File: src/rtl/prio_enc_queue.sv
// Registered N-to-log2(N) priority encoder with sticky request capture and a valid/ready pop.
// Define PRIO_ENC_RR_EN for round-robin priority; the default build uses fixed highest-index priority.
module prio_enc_queue #(
    parameter int N = 8,
    parameter int W = $clog2(N)
) (
    input  logic         clk,
    input  logic         rst_n,
    input  logic [N-1:0] req,
    input  logic         out_ready,
    input  logic         clr_ovf,
    output logic         out_valid,
    output logic [W-1:0] out_code,
    output logic [N-1:0] pending,
    output logic         ovf
);
    // Handshake: a pop happens on a rising edge where out_valid && out_ready are both high;
    // out_ready is ignored while out_valid is low, and out_code must be taken in that same cycle.
    logic [N-1:0] pend;
    logic [N-1:0] pop_mask;
    logic [N-1:0] pend_next;
    logic [W-1:0] code;
    logic         pop;
    logic         ovf_set;

`ifdef PRIO_ENC_RR_EN
    logic [W-1:0] ptr;

    // Walk the search order backwards so the line nearest ptr is written last and wins.
    always_comb begin
        int idx;
        idx  = 0;
        code = '0;
        for (int d = N - 1; d >= 0; d--) begin
            idx = int'(ptr) - d;
            if (idx < 0) idx = idx + N;
            if (pend[idx]) code = W'(idx);
        end
    end

    always_ff @(posedge clk or negedge rst_n) begin
        if (!rst_n) begin
            ptr <= W'(N - 1);
        end else if (pop) begin
            ptr <= (code == '0) ? W'(N - 1) : code - 1'b1;
        end
    end
`else
    always_comb begin
        code = '0;
        for (int i = 0; i < N; i++) begin
            if (pend[i]) code = W'(i);
        end
    end
`endif

    assign out_valid = |pend;
    assign out_code  = code;
    assign pending   = pend;
    assign pop       = out_valid && out_ready;
    assign pop_mask  = pop ? (N'(1) << code) : '0;
    // A request landing on the line being popped is a fresh event, not an overflow.
    assign ovf_set   = |(req & pend & ~pop_mask);
    assign pend_next = (pend & ~pop_mask) | req;

    always_ff @(posedge clk or negedge rst_n) begin
        if (!rst_n) begin
            pend <= '0;
            ovf  <= 1'b0;
        end else begin
            pend <= pend_next;
            if (ovf_set) begin
                ovf <= 1'b1;
            end else if (clr_ovf) begin
                ovf <= 1'b0;
            end
        end
    end
endmodule

File: config.mk
export PLATFORM = sky130hd
export DESIGN_NAME = prio_enc_queue
export DESIGN_NICKNAME = d
export VERILOG_FILES = /design/src/rtl/prio_enc_queue.sv
export SDC_FILE = /design/constraint.sdc
export NUM_CORES = 1
export LEC_CHECK = 0
export CAP_MARGIN = 5
export CORE_AREA = 2 2 43 45
export CTS_BUF_LIST = sky130_fd_sc_hd__clkbuf_8 sky130_fd_sc_hd__clkbuf_16
export CTS_CLUSTER_SIZE = 28
export DETAILED_ROUTE_END_ITERATION = 8
export DIE_AREA = 0 0 45 47
export GPL_TIMING_DRIVEN = 0
export PLACE_DENSITY_LB_ADDON = 0.15
export SYNTH_ARGS = -nofsm -noshare
export SYNTH_HDL_FRONTEND = slang
export SYNTH_SLANG_ARGS = --single-unit
File: constraint.sdc
create_clock -name clk -period 1.7 [get_ports clk]
set_clock_uncertainty 0.15 [all_clocks]
set_input_delay 0.51 -clock clk [delete_from_list [all_inputs] [get_ports clk]]
set_output_delay 0.51 -clock clk [all_outputs]
set_load 0.05 [all_outputs]
==> flow_summary.toml <==
[outcome]
status = "complete, but fails checks"
violations = "setup timing"

[floorplanning]
num_io_pins = 25
rows = 15
initial_core_util = 0.289
fp.dieH_um = 47
die_w_um = 45
dieArea_um2 = 2120
core_area_um2 = 1650

[grt]
grtUsageMet3 = 0.0731
grt_first_pass_wirelength_um = 2280
grt_pass1_vias = 493
grt_overflow = 0
antenna_found_initial = 0
grt_usage = 0.161
use_met2 = 0.240
grt_max_degree = 10
busiest_layer = "met2"
grt_util_met1 = 0.192

[clock_network]
cts_tree = "done"
root_buffer = "clkbuf_8"
cts_buffers = 3
ctsHtreeMaxLevel = 1
clock_sinks = 9
clockBufferDepth = 2
insertion_delay_ns = 0.24
clk_pin_slew_ns = 0.05

[yosys]
syn_avg_cell_area_um2 = 9.75
synth_top_area_share = 0.471
yosysTopAreaCell = "dfrtp_1"
ys_top_cells_by_area = "dfrtp_1, a21o_1, nand2b_1, nor4_4, a311oi_1"
ys_types = 20
synth_area_um2 = 478
yosysSeqAreaShare = 0.471
ys_ff_latch = 9
syn-instance-count = 49
yosysWarnings = 0
syn_nets = 61

[drt]
dr.pass1.iters = 4
vias = 554
ant_nets = 0
routed_wl_um = 1510
drc = 0
routedWlPerCell_um = 14.1
first_iter_violations = 5
vias_per_cell = 5.18

[place]
gp_congestion = 0.737
dp_hpwl_um = 943
port_buffers = 24

[timing]
fin_crit_sh = 1.20
rsz0062_at_grt = "yes"
slew_viol_final = 0
setup_ws_ns = -0.332
relSlewSlack = 0.711
worstMarginPinSlew_ns = 0.433
post-route-min-period_ns = 2.03
max_freq_ghz = 0.492
final.setup.tns_ns = -1.20
setup_violations = 6
hold_viol_final = 0

[power_and_ir_drop]
cellPowerDensity_nw_per_um2 = 601
ir_worst_vdd_mv = 0.364
leakagePower_uw = 0.000402

[finish]
syn_to_final_growth_pct = 106
finalNetCount = 103
n_antenna_cell = 0
final_util = 0.597
drive_above_1_share = 0.544

[worst_hold_path]
hp-class = "reg -> reg"

[worst_setup_path]
end_kind = "output pin"
cp_max_fo = 4
cp_data_required_time_ns = 1.04
path_class = "reg -> out"
crit_arrival_ns = 1.37
critPathLaunchType = "flip-flop"

[run]
max-cap-violations = 0
[metal layers]
layer	wire length, um	up-vias
met4	38	0
met2	713	18
met5	0	-
met3	115	5
met1	646	266
li1	-	265
[state kept, by name, indices dropped and copies added (netlist names)]
name / flops
ovf: 1
pending: 8
[critical path, stage by stage (launching register included)]
cell and delay (ns):
dfrtp_2 0.44, nor4_4 0.27, buf_4 0.18, nand3_4 0.08, buf_8 0.16
[placed cells by master, fill, tap and decap left out, types with 2 or more instances in the layout]
master / netlist / routed
buf_4: 0 / 13
clkdlybuf4s50_1: 0 / 8
dfrtp_2: 0 / 7
buf_6: 0 / 6
a21o_1: 5 / 5
inv_1: 3 / 3
nand2_1: 3 / 3
nand2b_1: 5 / 3
clkbuf_8: 0 / 3
buf_2: 0 / 3
nor2_4: 0 / 2
nand2b_4: 0 / 2
o21ai_1: 2 / 2
nand3_4: 0 / 2
a21oi_1: 3 / 2
a311oi_1: 2 / 2
o211ai_1: 2 / 2
buf_8: 0 / 2
clkdlybuf4s15_2: 0 / 2
dfrtp_1: 9 / 2
[synthesized netlist by cell type]
master	count
a21oi_1	3
o21bai_1	1
a31oi_1	1
nand2_1	3
and3b_1	1
nor2_1	4
nand3_1	2
nor2b_1	1
a311o_1	1
o31ai_1	1
a21o_1	5
o21ai_0	1
nor4_4	1
a311oi_1	2
dfrtp_1	9
inv_1	3
o21ai_1	2
o211ai_1	2
nand4_1	1
nand2b_1	5
[power by group]
part           internal [uW]  switching [uW]  leakage (uW)  total [uW]
clock network            158            95.1     0.0000269         253
registers                219            8.39     0.0000790         228
logic                   57.0            54.8      0.000296         112
total                    434             158      0.000402         593
[what timing repair did]
item                       4_1_cts  5_1_grt
resized for setup               75       19
buffers inserted                11        3
setup endpoints to repair       15       12
pin swaps                        7        8
hold buffers                     0        0
[path summary, 6_finish.rpt]
check                            from          to  slack [ns]  depth (start not counted)
max in group asynchronous       rst_n  pending[1]        0.64                          1
min                        pending[3]  pending[3]        0.40                          1
max reg2reg                pending[7]         ovf       -0.13                          6
min in group asynchronous       rst_n         ovf        0.43                          1
min reg2reg                pending[3]  pending[3]        0.40                          1
max                        pending[7]   out_valid       -0.33                          4
[area by class of cell]
cell class	instances	area (um2)
Multi-Input combinational cell	37	335
Timing Repair Buffer	37	339
Inverter	3	11.3
Clock inverter	1	3.75
Clock buffer	3	41.3
Fill cell	150	666
Tap cell	17	21.3
Sequential cell	9	234
[cell families (layout without fill, tap and decap cells)]
group,Yosys count,after routing,share of synthesized area
compound gates,19,19,0.275
flops,9,9,0.471
buf+inv,3,44,0.0236
simple gates,18,18,0.230
[stage by stage]
step	hold slack (ns)	std cells	worst slack [ns]	power, uW	instance area (um2)
after floorplan	0.0644	49	-0.218	275	544
after global placement	0.356	90	-0.769	327	806
after detailed placement	0.358	90	-0.756	327	806
after CTS	0.399	105	-0.307	584	950
after global routing	0.409	107	-0.397	624	986
final	0.396	107	-0.332	593	986
No activity file was read; power rests on OpenSTA's default activity.
